--- src/rtl/gfx_bus_arbiter_pkg.sv ---
// rtl/gfx_bus_arbiter_pkg.sv - shared register map and arbiter state type
package gfx_bus_arbiter_pkg;

    localparam logic [3:0] PADDLE1_X   = 4'd0;
    localparam logic [3:0] PADDLE1_Y   = 4'd1;
    localparam logic [3:0] PADDLE2_X   = 4'd2;
    localparam logic [3:0] PADDLE2_Y   = 4'd3;
    localparam logic [3:0] BALL_X      = 4'd4;
    localparam logic [3:0] BALL_Y      = 4'd5;
    localparam logic [3:0] SCORE_P1    = 4'd6;
    localparam logic [3:0] SCORE_P2    = 4'd7;
    localparam logic [3:0] FRAME_COUNT = 4'd8;
    localparam logic [3:0] GAME_STATE  = 4'd9;

    localparam int GFX_NUM_REGS = 10;

    typedef enum logic {IDLE, BURST} arb_state_t;

endpackage

--- src/rtl/gfx_bus_arbiter_pick.sv ---
// rtl/gfx_bus_arbiter_pick.sv - 2-way round-robin grant selector
module gfx_rr_pick (
    input  logic valid0,
    input  logic valid1,
    input  logic last_grant,
    output logic grant,
    output logic any
);
    // On a tie the master that did not win last time goes first.
    assign grant = (valid0 && valid1) ? ~last_grant : valid1;
    assign any   = valid0 | valid1;
endmodule

--- src/rtl/gfx_bus_arbiter.sv ---
// rtl/gfx_bus_arbiter.sv - two-master arbiter for the graphics register bus
module gfx_bus_arbiter
    import gfx_bus_arbiter_pkg::*;
#(
    parameter int NUM_REGS     = GFX_NUM_REGS,
    parameter int MAX_LOCK     = 4,
    parameter int LOCK_TIMEOUT = 8
) (
    input  logic        clk,
    input  logic        rst,
    input  logic        frame_end,
    input  logic        req0_valid,
    input  logic        req0_write,
    input  logic        req0_lock,
    input  logic [3:0]  req0_addr,
    input  logic [15:0] req0_wdata,
    output logic        req0_ready,
    output logic        req0_rvalid,
    output logic [15:0] req0_rdata,
    output logic        req0_err,
    input  logic        req1_valid,
    input  logic        req1_write,
    input  logic        req1_lock,
    input  logic [3:0]  req1_addr,
    input  logic [15:0] req1_wdata,
    output logic        req1_ready,
    output logic        req1_rvalid,
    output logic [15:0] req1_rdata,
    output logic        req1_err,
    output logic        gfx_chipselect,
    output logic        gfx_read,
    output logic [3:0]  gfx_addr,
    output logic [15:0] gfx_wdata,
    input  logic [15:0] gfx_rdata,
    output logic        torn
);
    localparam int BW = $clog2(MAX_LOCK + 1);
    localparam int IW = $clog2(LOCK_TIMEOUT + 1);

    arb_state_t    state;
    logic          last_grant;
    logic          owner;
    logic [BW-1:0] beats;
    logic [IW-1:0] idle_cnt;
    logic          gfx_id;

    logic          pick_grant, pick_any;
    logic          xfer, xfer_id, x_write, x_lock, addr_ok, last_beat;
    logic [3:0]    x_addr;
    logic [15:0]   x_wdata;

    gfx_rr_pick u_pick (
        .valid0     (req0_valid),
        .valid1     (req1_valid),
        .last_grant (last_grant),
        .grant      (pick_grant),
        .any        (pick_any)
    );

    always_comb begin
        req0_ready = 1'b0;
        req1_ready = 1'b0;
        if (state == IDLE) begin
            req0_ready = pick_any && !pick_grant;
            req1_ready = pick_any && pick_grant;
        end else begin
            req0_ready = !owner && req0_valid;
            req1_ready = owner && req1_valid;
        end
    end

    // Ready is only ever raised alongside valid, so ready alone marks a transfer.
    assign xfer      = req0_ready | req1_ready;
    assign xfer_id   = req1_ready;
    assign x_write   = xfer_id ? req1_write : req0_write;
    assign x_lock    = xfer_id ? req1_lock  : req0_lock;
    assign x_addr    = xfer_id ? req1_addr  : req0_addr;
    assign x_wdata   = xfer_id ? req1_wdata : req0_wdata;
    assign addr_ok   = int'(x_addr) < NUM_REGS;
    assign last_beat = (state == BURST) && xfer &&
                       (!x_lock || beats == BW'(MAX_LOCK - 1));

    always_ff @(posedge clk) begin
        if (rst) begin
            state          <= IDLE;
            last_grant     <= 1'b1;
            owner          <= 1'b0;
            beats          <= '0;
            idle_cnt       <= '0;
            gfx_id         <= 1'b0;
            gfx_chipselect <= 1'b0;
            gfx_read       <= 1'b0;
            gfx_addr       <= '0;
            gfx_wdata      <= '0;
            req0_rvalid    <= 1'b0;
            req1_rvalid    <= 1'b0;
            req0_rdata     <= '0;
            req1_rdata     <= '0;
            req0_err       <= 1'b0;
            req1_err       <= 1'b0;
            torn           <= 1'b0;
        end else begin
            gfx_chipselect <= xfer && addr_ok;
            gfx_read       <= xfer && addr_ok && !x_write;
            gfx_addr       <= (xfer && addr_ok) ? x_addr : 4'd0;
            gfx_wdata      <= (xfer && addr_ok && x_write) ? x_wdata : 16'd0;
            gfx_id         <= xfer_id;
            req0_err       <= xfer && !addr_ok && !xfer_id;
            req1_err       <= xfer && !addr_ok && xfer_id;

            req0_rvalid <= gfx_chipselect && gfx_read && !gfx_id;
            req1_rvalid <= gfx_chipselect && gfx_read && gfx_id;
            if (gfx_chipselect && gfx_read && !gfx_id) req0_rdata <= gfx_rdata;
            if (gfx_chipselect && gfx_read && gfx_id)  req1_rdata <= gfx_rdata;

            // A burst closing on its own final beat is not torn by the frame latch.
            torn <= frame_end && (state == BURST) && !last_beat;

            case (state)
                IDLE: begin
                    if (xfer) begin
                        last_grant <= xfer_id;
                        if (x_lock && MAX_LOCK > 1) begin
                            state    <= BURST;
                            owner    <= xfer_id;
                            beats    <= BW'(1);
                            idle_cnt <= '0;
                        end
                    end
                end
                BURST: begin
                    if (xfer) begin
                        beats    <= beats + BW'(1);
                        idle_cnt <= '0;
                        if (last_beat) state <= IDLE;
                    end else if (idle_cnt == IW'(LOCK_TIMEOUT - 1)) begin
                        state    <= IDLE;
                        idle_cnt <= '0;
                    end else begin
                        idle_cnt <= idle_cnt + IW'(1);
                    end
                end
                default: state <= IDLE;
            endcase
        end
    end
endmodule

--- config.mk ---
export PLATFORM = sky130hd
export DESIGN_NAME = gfx_bus_arbiter
export DESIGN_NICKNAME = d
export VERILOG_FILES = /design/src/rtl/gfx_bus_arbiter_pkg.sv /design/src/rtl/gfx_bus_arbiter_pick.sv /design/src/rtl/gfx_bus_arbiter.sv
export SDC_FILE = /design/constraint.sdc
export NUM_CORES = 1
export LEC_CHECK = 0
export CORE_ASPECT_RATIO = 1.2
export CORE_MARGIN = 8
export CORE_UTILIZATION = 41
export DETAILED_ROUTE_END_ITERATION = 7
export GPL_ROUTABILITY_DRIVEN = 0
export GPL_TIMING_DRIVEN = 0
export PLACE_DENSITY = 0.8
export SLEW_MARGIN = 40
export SYNTH_ARGS = -nofsm -noshare
export SYNTH_HDL_FRONTEND = slang
export SYNTH_SLANG_ARGS = --single-unit
export TNS_END_PERCENT = 20
--- constraint.sdc ---
create_clock -name clk -period 1.6 [get_ports clk]
set_input_delay 0.32 -clock clk [delete_from_list [all_inputs] [get_ports clk]]
set_output_delay 0.32 -clock clk [all_outputs]
set_load 0.05 [all_outputs]
Word level (Yosys, flattened, before mapping)
Cells that the tools add are included.
W data, S select, Z words.
{"block": "classes", "add_sub_neg": 2, "n_bitwise": 6, "order_cmp": 1, "n_mux": 22, "n_eq_ne": 5, "reduce_logical": 33}
{"op": "$mux W4", "count": 5}
{"op": "$logic_and A1 B1 Y1", "count": 18}
{"op": "$mux W16", "count": 1}
{"op": "$mux W1", "count": 10}
{"op": "$mux W3", "count": 3}
{"op": "$logic_not A1 Y1", "count": 8}
{"op": "$pmux W4 S2", "count": 1}
{"op": "$pmux W3 S2", "count": 1}
{"op": "$reduce_and A3 Y1", "count": 2}
{"op": "$add A4 B1 Y4 const B", "count": 1}
{"op": "$eq A4 B3 Y1 const B", "count": 1}
{"op": "$lt A4 B4 Y1 const B", "count": 1}
{"op": "$ne A2 B2 Y1 const B", "count": 2}
{"op": "$not A1 Y1", "count": 4}
{"op": "$reduce_and A2 Y1", "count": 2}
{"op": "$reduce_or A2 Y1", "count": 2}
{"op": "$add A3 B1 Y3 const B", "count": 1}
{"op": "$eq A3 B2 Y1 const B", "count": 1}
{"op": "$ne A2 B1 Y1 const B", "count": 1}
{"op": "$or A1 B1 Y1", "count": 2}
{"op": "$pmux W1 S2", "count": 1}
{"op": "$logic_or A1 B1 Y1", "count": 1}
{"block": "totals", "elab_cells": 86, "ff_bits": 70}

Longest topological paths before layout
Gate-level depths: netlist of run 1.
{"block": "depth", "depth_word": 11, "depth_mapped": 6, "mapped_depth_nobuf": 5}

Cells and area by module
Synthesis of run 1 repeated with hierarchy kept, for this count alone.
{"block": "unflattened", "cells_unflattened": 314, "area_unflattened_um2": 2677.6}
{"mod": "gfx_bus_arbiter", "n_inst": 1, "seq_area_each_um2": 1401.3, "area_each_um2": 2663.8, "cells_per_inst": 312}
{"mod": "gfx_rr_pick", "n_inst": 1, "seq_area_each_um2": 0.0, "area_each_um2": 13.8, "cells_per_inst": 2}

Worst setup path after synthesis of run 1
OpenSTA, ideal clock, no wires.
{"block": "synth_timing", "path_type": "reg-to-reg", "startpoint": "reg state", "endpoint": "reg gfx_addr[0]", "path_slack_ns": -0.140, "setup_time_ns": 0.070, "arrival_ns": 1.670, "required_ns": 1.530, "path_stages_with_launch": 6, "path_buffers": 0, "path_cell_list": "dfxtp_1 -> nand3b_1 -> nand3_2 -> clkinv_1 -> a211o_1 -> a21oi_1"}
{"block": "synth_between", "elab_chain_cells": 6, "elab_cells_between_ends": 8, "cone_classes": "order compare: 1; mux: 3; bitwise: 2; reduce/logical: 2"}
{"item": "start, declared", "line_no": "gfx_bus_arbiter.sv:40", "rtl": "arb_state_t state;"}
{"item": "start signal, assigned", "line_no": "gfx_bus_arbiter.sv:85", "rtl": "state <= IDLE;"}
{"item": "start signal, assigned", "line_no": "gfx_bus_arbiter.sv:124", "rtl": "state <= BURST;"}
{"item": "start signal, assigned", "line_no": "gfx_bus_arbiter.sv:135", "rtl": "if (last_beat) state <= IDLE;"}
{"item": "$mux W1 (*)", "line_no": "gfx_bus_arbiter.sv:63", "rtl": "if (state == IDLE) begin"}
{"item": "named net req1_ready", "line_no": "gfx_bus_arbiter.sv:26", "rtl": "output logic req1_ready,"}
{"item": "$mux W4", "line_no": "gfx_bus_arbiter.sv:77", "rtl": "assign x_addr = xfer_id ? req1_addr : req0_addr;"}
{"item": "$lt A4 B4 Y1", "line_no": "gfx_bus_arbiter.sv:79", "rtl": "assign addr_ok = int'(x_addr) < NUM_REGS;"}
{"item": "$logic_and A1 B1 Y1", "line_no": "gfx_bus_arbiter.sv:105", "rtl": "gfx_addr <= (xfer && addr_ok) ? x_addr : 4'd0;"}
{"item": "$not A1 Y1 (no line)"}
{"item": "$reduce_or A2 Y1 (no line)"}
{"item": "end signal, assigned", "line_no": "gfx_bus_arbiter.sv:105"}
{"item": "end, declared", "line_no": "gfx_bus_arbiter.sv:32", "rtl": "output logic [3:0] gfx_addr,"}
The timed path passes the listed nets; every way through them passes the cells marked *.
A chain may end at the register's enable or synchronous reset.

Worst setup path after layout of run 1
{"block": "layout_timing", "startpoint": "reg state", "endpoint": "reg gfx_wdata[3]"}
{"block": "layout_between", "elab_chain_cells": 7, "elab_cells_between_ends": 11, "cone_classes": "order compare: 1; mux: 5; bitwise: 2; reduce/logical: 3"}
{"item": "$mux W1", "line_no": "gfx_bus_arbiter.sv:63"}
{"item": "$mux W4", "line_no": "gfx_bus_arbiter.sv:77"}
{"item": "$lt A4 B4 Y1", "line_no": "gfx_bus_arbiter.sv:79"}
{"item": "$logic_and A1 B1 Y1 (2 in a row)", "line_no": "gfx_bus_arbiter.sv:106", "rtl": "gfx_wdata <= (xfer && addr_ok && x_write) ? x_wdata : 16'd0;"}
{"item": "$not A1 Y1 (no line)"}
{"item": "$reduce_or A2 Y1 (no line)"}
{"item": "end signal, assigned", "line_no": "gfx_bus_arbiter.sv:106"}
{"item": "end, declared", "line_no": "gfx_bus_arbiter.sv:33", "rtl": "output logic [15:0] gfx_wdata,"}
Parallel ways exist; a longest one is shown, timed or not.

==> results of run 1 <==
sequential cells by signal (all words and copies together) (netlist names), 3 cells and up:
name,cells
beats,3
gfx_addr,4
gfx_wdata,16
idle_cnt,4
req0_rdata,16
req1_rdata,16
tightest hold or removal path: cells and delay by family (launching register included):
family,cells,cell delay (ns)
flops,1,0.31
simple gates,1,0.05
compound gates,1,0.05
placed cells by master, fill, tap and decap left out, drive strengths merged, types with 4 or more instances in the layout:
master	netlist	layout
dlygate4sd2	0	49
clkdlybuf4s15	0	10
o21ai	5	5
clkdlybuf4s50	0	62
clkinv	2	5
nand2	85	85
a21oi	39	39
inv	8	9
clkbuf	11	26
nor2	7	7
mux2i	18	18
o211ai	5	5
buf	6	10
dfxtp	70	70
a31oi	4	4
nor3	20	20
nand3	7	7
final cells by class:
type,count,area [µm²]
buffer,17,124
clock buffer,9,124
clock inverter,7,72.6
fill,539,1980
inverter,10,45.0
multi-input combinational,221,1320
sequential,70,1410
tap,85,106
timing repair buffer,131,1260
power groups by stage:
| stage | clock network, W | logic (W) | registers (W) |
|---|---|---|---|
| 2_1_floorplan | 0 | 0.000282 | 0.00200 |
| 3_3_place_gp | 0 | 0.000737 | 0.00186 |
| 3_5_place_dp | 0 | 0.000746 | 0.00187 |
| 4_1_cts | 0.00144 | 0.000759 | 0.00183 |
| 5_1_grt | 0.00153 | 0.000901 | 0.00183 |
| 6_report | 0.00142 | 0.000850 | 0.00183 |
through the flow:
step	utilization, %	setup slack (ns)	power, W	setup TNS (ns)
floorplan	-	-0.0737	0.00228	-0.664
global placement	63.5	-0.946	0.00260	-25.03
detailed placement	63.5	-0.987	0.00261	-26.24
CTS	66.8	-0.0296	0.00403	-0.0764
global route	69.3	-0.235	0.00426	-1.55
finish	69.3	-0.175	0.00410	-0.426
metal layers:
layer  track usage [%]  share of wire [%]  vias to the layer above
li1                  -                  -                     1376
met1              17.8                 38                     1265
met2              30.1                 49                      127
met3              8.94                 12                       15
met4              8.22                1.9                        0
met5                 0                  0                        -
cells by family (layout without fill, tap and decap cells):
| logic type | Yosys count | after routing |
|---|---|---|
| AO/OA/AOI/OAI | 67 | 67 |
| adder cells (fa/ha/maj) | 3 | 3 |
| buffers and inverters | 27 | 174 |
| flip-flops | 70 | 70 |
| multiplexers | 20 | 20 |
| AND/OR/NAND/NOR | 131 | 131 |
Yosys cell counts (4+ instances only):
| library cell | n | area [µm²] |
|---|---|---|
| inv_1 | 8 | 30.0 |
| nand2_1 | 85 | 319 |
| a21oi_1 | 39 | 195 |
| dfxtp_1 | 70 | 1400 |
| nand3_1 | 6 | 30.0 |
| o21ai_0 | 5 | 25.0 |
| mux2i_1 | 18 | 180 |
| a31oi_1 | 4 | 25.0 |
| clkbuf_1 | 11 | 41.3 |
| o211ai_1 | 4 | 30.0 |
| nor3_1 | 20 | 100 |
| nor2_1 | 7 | 26.3 |
path summary, 6_finish.rpt:
path                                endpoint  cells past startpoint                        from  slack, ns
setup / recovery     gfx_wdata[3]$_SDFF_PP0_                      6            state$_SDFF_PP0_      -0.18
hold / removal    req1_rdata[8]$_SDFFE_PP0P_                      2  req1_rdata[8]$_SDFFE_PP0P_       0.46
setup reg to reg     gfx_wdata[3]$_SDFF_PP0_                      6            state$_SDFF_PP0_      -0.18
hold reg to reg   req1_rdata[8]$_SDFFE_PP0P_                      2  req1_rdata[8]$_SDFFE_PP0P_       0.46
what timing repair did:
action,in CTS,in global routing
pin swaps,2,7
gates cloned,0,1
buffers inserted,2,3
endpoints found under the setup margin,91,63
resized for setup,98,42
==> results.ini, run 1 <==
[cts]
cts-root-buf=clkbuf_8
ctsLongestPathBuffers=2
ctsHoldBuffers=0
insertion_delay_ns=0.35
cts_tree=yes
path_clk_slew_ns=0.08
cts_inserted_buffers=9
h-tree-depth=3
clock-sinks=70

[detailed_routing]
num_vias=2783
ant_nets=0
via_per_inst=5.06
first_pass_iters=4
wl_mm=8.98
wl_per_cell_um=16.3
drc=0
dr.first_iter.drc_count=110

[synthesis]
ys.flop_type=dfxtp_1
synth_area_um2=2740
syn_inst=318
avgSynthCellArea_um2=8.61
synth_top_family_by_area=simple AND/OR/NAND/NOR gates
synth_compound_area_share_pct=14.6
post_synth_xor_area_fraction_pct=0
synth_cell_types=39
synthSimpleGateAreaFrac_pct=21.0
yosys_warnings=0
synth_async_sr_flop_share_pct=0
synth_seq_cells=70
synth-adder-area-share_pct=1.37
ys_seq_area_share_pct=51.2
synth_fp_nets=386
synthMuxAreaShare_pct=7.54
synth_edf_count=0

[setup_path]
cp_data_arrival_time_ns=2.03
critical_path_buf_inv_count=2
critical_path.max_fanout=8
cp_cell_sequence=nand3b_1, nand3_4, buf_6, mux2_4, clkbuf_16, nor3_1
worst_ep_required_time_ns=1.85
end_kind=flop
max_stage_delay_ns=0.36
cp_top_family=simple AND/OR/NAND/NOR gates
start_kind=flop
path_class=reg2reg
cpMaxStageDelayCell=dfxtp_4

[global_routing]
grt_pass1_vias=2875
grt.total_usage_pct=17.7
grt_pass1_wl_mm=13.9
globalRoute.totalOverflow=0
grt_max_degree=14
grt_antenna_before_repair=0

[power]
cellPowerDensity_nw_per_um2=917
pwr-share-comb_pct=20.7
p_int_w=0.00290
leakagePower_nw=1.92
switching_share_pct=29.3
pwr-share-seq_pct=44.6
p_clk_share_pct=34.6
ir_drop_mv=0.517
p_sw_w=0.00120

[place]
dp_hpwl_mm=6.50
placedInstanceArea_um2=4100
io_buffer_count=125
placed_cells_incl_taps=528

[finish]
num_antenna_cells=0
drive_gt1_share_pct=14.0
fin_area_um2=4470
area_growth_syn_to_layout_pct=63.1
fin_nets=528
stdcell_count=550

[outcome]
violations=negative setup slack
status=finished with violations

[timing]
fin_crit_sh_pct=111
finalClockSkew_ns=0.00972
grt_setup_unrepaired=true
layout_setup_ws_ns=-0.175
relSlewSlack_pct=63.9
min_period_ns=1.78
finalHoldViolations=0
fmax_mhz=563
worstMarginPinSlew_ns=0.544
setup_viol=8
holdWs_ns=0.455
drv_slew=0

[floorplanning]
die_width_um=90.6
coreArea_um2=6450
num_rows=32
dieArea_um2=9560
initial_utilization_pct=42.5
ioPinCount=126
die_h_um=106

[worst_hold_path]
holdCritPathClass=reg2reg

[job]
maxCapViolCount=0

Power figures use the tool's default switching activity.
==> run 2, diff against run 1 <==
==> constraint.sdc (replaced) <==
create_clock -name clk -period 1.82 [get_ports clk]
set_input_delay 0.364 -clock clk [delete_from_list [all_inputs] [get_ports clk]]
set_output_delay 0.364 -clock clk [all_outputs]
set_load 0.05 [all_outputs]
==> run 2 against run 1 <==
Setup slack better by 0.24 ns. Utilization down 3.1 points. Worst hold slack worse by 0.0029 ns. Combinational power fell by 23%. Clock power fell by 12%. Clock-buffer cell count increased by 3. The run now ends clean. Non-clock buffer count shrank 4.
==> results.ini, run 2 (synthesis results as in run 1) <==
[outcome]
status=completed

[timing]
setup_viol=0  ; -8
finalClockSkew_ns=0.00842  ; -0.00130 ns
worstMarginPinSlew_ns=0.547  ; +0.00292 ns
holdWs_ns=0.452  ; -0.00294 ns
fmax_mhz=570
grt_setup_unrepaired=true
relSlewSlack_pct=63.7  ; -0.19 points
layout_setup_ws_ns=0.0663  ; +0.242 ns
drv_slew=0  ; unchanged
finalHoldViolations=0  ; unchanged
min_period_ns=1.75
fin_crit_sh_pct=96.4

[cts]
cts_tree=yes
cts-root-buf=clkbuf_8
path_clk_slew_ns=0.07  ; about the same
clock-sinks=70  ; unchanged
cts_inserted_buffers=9  ; unchanged
h-tree-depth=3  ; unchanged
insertion_delay_ns=0.33  ; -0.02 ns
ctsLongestPathBuffers=2  ; unchanged

[place]
placed_cells_incl_taps=528  ; unchanged
io_buffer_count=125  ; unchanged
dp_slack_ns=-0.849  ; +0.138 ns
dp_hpwl_mm=6.48  ; -0.34%

[finish]
fin_nets=524  ; -0.76%
stdcell_count=543  ; -1.3%
drive_gt1_share_pct=8.08  ; -5.9 points
layout_commonest_cell=nand2_1
final_util_pct=66.2  ; -3.1 points
final_cell_mix=nand2_1, dfxtp_1, clkdlybuf4s50_1
area_growth_syn_to_layout_pct=55.8
reg.largest.list=gfx_wdata: 16 flops, req0_rdata: 16 flops, req1_rdata: 16 flops
num_antenna_cells=0  ; unchanged

[setup_path]
end_kind=primary output
r2r-end=gfx_wdata[4]$_SDFF_PP0_
max_stage_delay_ns=0.34  ; -0.02 ns
reg2reg_depth=6  ; unchanged
startpoint=state$_SDFF_PP0_
timing.critical_path.to=req1_ready
r2r_start=state$_SDFF_PP0_
cp_data_arrival_time_ns=1.39  ; -0.64 ns
worst_ep_required_time_ns=1.46  ; -0.39 ns
path_class=reg2out
start_kind=flop
reg2reg_slack_ns=0.15  ; +0.33 ns
cp_cell_sequence=nand3b_1, nand3_4, clkinv_2, buf_6
cpMaxStageDelayCell=dfxtp_2
critical_path.max_fanout=7  ; -1

[floorplanning]
ioPinCount=126  ; unchanged
coreArea_um2=6450  ; unchanged
dieArea_um2=9560  ; unchanged
die_h_um=106  ; unchanged
die_width_um=90.6  ; unchanged
num_rows=32  ; unchanged
initial_utilization_pct=42.5  ; unchanged

[detailed_routing]
drc=0  ; unchanged
first_pass_iters=4  ; unchanged
wl_mm=8.48  ; -5.6%
wl_per_cell_um=15.6  ; -4.3%
ant_nets=0  ; unchanged
dr.first_iter.drc_count=114  ; +3.6%
num_vias=2722  ; -2.2%
via_per_inst=5.01  ; -0.93%

[global_routing]
grt_pass1_vias=2780  ; -3.3%
globalRoute.totalOverflow=0  ; unchanged
grt_pass1_wl_mm=13.8  ; -0.40%
grt_antenna_before_repair=0  ; unchanged
grt_max_degree=11  ; -3
grt.total_usage_pct=17.8  ; +0.11 points

[worst_hold_path]
holdCritPathClass=reg2reg
hold_start=req1_rdata[10]$_SDFFE_PP0P_

[power]
leakagePower_nw=1.92  ; about the same
ir_drop_mv=0.532  ; +2.8%
cellPowerDensity_nw_per_um2=822  ; -10%

[job]
maxCapViolCount=0  ; unchanged

run 2: area by class of cell:
type,count,area (µm²)
Timing Repair Buffer,127,1200
Clock inverter,1,30.0
Buffer,17,88.8
Sequential cell,70,1400
Clock buffer,12,165
Tap cell,85,106
Inverter,10,38.8
Fill cell,583,2180
Multi-Input combinational cell,221,1240
run 2: worst min path at each step:
stage               slack, ns  cells past startpoint                           to
floorplan                0.45                      2        beats[0]$_SDFFE_PP0P_
global route             0.47                      2   req0_rdata[0]$_SDFFE_PP0P_
detailed placement       0.45                      2   req0_rdata[0]$_SDFFE_PP0P_
CTS                      0.46                      2  req1_rdata[13]$_SDFFE_PP0P_
global placement         0.44                      2   req1_rdata[7]$_SDFFE_PP0P_
finish                   0.45                      2  req1_rdata[10]$_SDFFE_PP0P_
run 2: timing repair:
item                       in CTS  in global routing
hold endpoints to repair        0                  0
setup endpoints to repair      66                 14
resized for setup              77                  8
pin swaps                       2                  0
hold buffers                    0                  0
setup buffers                   2                  0
run 2: through the flow:
| step | cell area (µm²) | setup TNS, ns | total power [W] |
|---|---|---|---|
| global route | 4270 | -0.0786 | 0.00365 |
| finish | 4270 | 0 | 0.00351 |
| detailed placement | 4100 | -13.32 | 0.00229 |
| floorplan | 2740 | 0 | 0.00201 |
| CTS | 4250 | -0.0120 | 0.00354 |
| global placement | 4100 | -12.69 | 0.00229 |
run 2: layer usage:
metal	part of all wire, %	GRT usage, %
met1	39	19.2
met2	46	28.8
met3	14	10.1
met4	1.1	6.08
met5	0	0
run 2: worst max-delay path, delay by kind of cell (launching register included):
family	cells	cell delay (ns)
and+or+nand+nor	2	0.41
DFF	1	0.34
buffers and inverters	2	0.31
run 2: report_power, final:
group	switching [W]	internal [W]
sequential	0.0000257	0.00158
clock	0.000526	0.000723
combinational	0.000372	0.000279
==> run 3, diff against run 2 <==
==> constraint.sdc (replaced) <==
create_clock -name clk -period 1.82 [get_ports clk]
set_input_delay 0.364 -clock clk [delete_from_list [all_inputs] [get_ports clk]]
set_output_delay 0.364 -clock clk [all_outputs]
set_load 0.01 [all_outputs]
==> run 3 against run 2 <==
Sequential cell count did not move. Critical path depth did not move. Largest cell class unchanged. Die area did not move. Cell count did not move. Non-clock buffer count did not move. Final area rose by 1.7%. Setup slack got worse by 0.019 ns. Utilization rose by 1.1 points.
==> results.ini, run 3 (synthesis results as in run 1) <==
[cts]
ctsLongestPathBuffers=2  ; unchanged
cts-root-buf=clkbuf_8
path_clk_slew_ns=0.07  ; about the same
ctsHoldBuffers=0  ; unchanged
h-tree-depth=3  ; unchanged
insertion_delay_ns=0.33  ; about the same
cts_inserted_buffers=9  ; unchanged
clock-sinks=70  ; unchanged
cts_tree=yes

[global_routing]
grtUsageMet3_pct=10.4  ; +0.28 points
grt.total_usage_pct=17.9  ; +0.045 points
busiest_layer=met2
globalRoute.totalOverflow=0  ; unchanged
globalRouteMet1Util_pct=19.1  ; -0.13 points
grt_max_degree=11  ; unchanged
grt_use_met2_pct=28.9  ; +0.10 points
grt_pass1_wl_mm=13.9  ; +0.19%
grt_pass1_vias=2796  ; +0.58%
grt_antenna_before_repair=0  ; unchanged

[timing]
min_period_ns=1.77  ; +0.0187 ns
fin_crit_sh_pct=97.4  ; +1.0 points
drv_slew=0  ; unchanged
setup_viol=0  ; unchanged
worstMarginPinSlew_ns=0.525  ; -0.0223 ns
relSlewSlack_pct=65.0  ; +1.3 points
finalHoldViolations=0  ; unchanged
finalClockSkew_ns=0.0109  ; +0.00252 ns
layout_setup_ws_ns=0.0476  ; -0.0187 ns
holdWs_ns=0.456  ; +0.00336 ns
grt_setup_unrepaired=true
finalSetupTns_ns=0  ; unchanged
fmax_mhz=564  ; -1.1%

[floorplanning]
initial_utilization_pct=42.5  ; unchanged
dieArea_um2=9560  ; unchanged
coreArea_um2=6450  ; unchanged
die_h_um=106  ; unchanged
ioPinCount=126  ; unchanged
die_width_um=90.6  ; unchanged
num_rows=32  ; unchanged

[finish]
drive_gt1_share_pct=8.08  ; unchanged
area_growth_syn_to_layout_pct=58.5
num_antenna_cells=0  ; unchanged
stdcell_count=543  ; unchanged
reg.largest.list=gfx_wdata: 16 flops, req0_rdata: 16 flops, req1_rdata: 16 flops
fin_area_um2=4340  ; +1.7%
layout_commonest_cell=clkdlybuf4s50_1
fin_nets=524  ; unchanged
fillers=552  ; -5.3%
final_cell_mix=clkdlybuf4s50_1, nand2_1, dfxtp_1

[detailed_routing]
wl_per_cell_um=15.7  ; +0.42%
dr.first_iter.drc_count=144  ; +26%
drc=0  ; unchanged
ant_nets=0  ; unchanged
num_vias=2716  ; -0.22%
first_pass_iters=5  ; +1
wl_mm=8.51  ; +0.42%
via_per_inst=5.00  ; -0.22%

[setup_path]
end_kind=primary output
worst_ep_required_time_ns=1.46  ; about the same
cp_data_arrival_time_ns=1.41  ; +0.02 ns
start_kind=flop
path_class=reg2out
critical_path.max_fanout=7  ; unchanged

[job]
maxCapViolCount=0  ; unchanged

[power]
ir_drop_mv=0.523  ; -1.6%
leakagePower_nw=1.62  ; -15%
cellPowerDensity_nw_per_um2=788  ; -4.1%

[place]
io_buffer_count=125  ; unchanged
placed_cells_incl_taps=528  ; unchanged
placedInstanceArea_um2=4100  ; unchanged
dp_slack_ns=-0.618  ; +0.231 ns
dp_hpwl_mm=6.48  ; unchanged

[worst_hold_path]
holdCritPathClass=reg2reg

[outcome]
status=completed

[run 3: area by class of cell]
cell class	instances	area (µm²)	share of cell area [%]
Multi-Input combinational cell	221	1240	28.7
Clock inverter	1	30.0	0.692
Sequential cell	70	1410	32.4
Clock buffer	12	165	3.81
Tap cell	85	106	2.45
Inverter	10	42.5	0.980
Buffer	17	88.8	2.05
Timing Repair Buffer	127	1260	29.0
[run 3: final timing paths]
path,start,endpoint,slack [ns],cells after the start
hold reg to reg,req1_rdata[10]$_SDFFE_PP0P_,req1_rdata[10]$_SDFFE_PP0P_,0.46,2
setup / recovery,owner$_SDFFE_PP0P_,req1_ready,0.05,4
setup reg to reg,state$_SDFF_PP0_,idle_cnt[1]$_SDFFE_PP0P_,0.17,5
hold / removal,req1_rdata[10]$_SDFFE_PP0P_,req1_rdata[10]$_SDFFE_PP0P_,0.46,2
[run 3: metal layers]
layer	part of all wire, %	wire, µm	vias up
li1	-	-	1356
met1	40	3380	1227
met2	46	3910	124
met3	13	1120	9
met4	1.2	102	0
met5	0	0	-
[run 3: per-stage QoR]
| step | total power, W | utilization [%] |
|---|---|---|
| floorplan | 0.00189 | - |
| global placement | 0.00217 | 63.5 |
| detailed placement | 0.00218 | 63.5 |
| CTS | 0.00345 | 67.3 |
| global route | 0.00356 | 67.3 |
| finish | 0.00342 | 67.3 |
[run 3: what timing repair did]
item,CTS,global route
gates resized for setup,16,4
pin swaps,2,1
buffers inserted,2,0
endpoints found under the setup margin,9,15
[run 3: critical path, stage by stage (launching register included)]
cell	delay [ns]
dfxtp_2	0.36
nand2b_2	0.24
nand3_4	0.11
clkinv_4	0.08
dlygate4sd2_1	0.29
[run 3: power breakdown]
| group | switching [W] | internal (W) |
|---|---|---|
| logic | 0.000256 | 0.000300 |
| registers | 0.0000290 | 0.00158 |
| clock network | 0.000533 | 0.000723 |
| total | 0.000818 | 0.00260 |
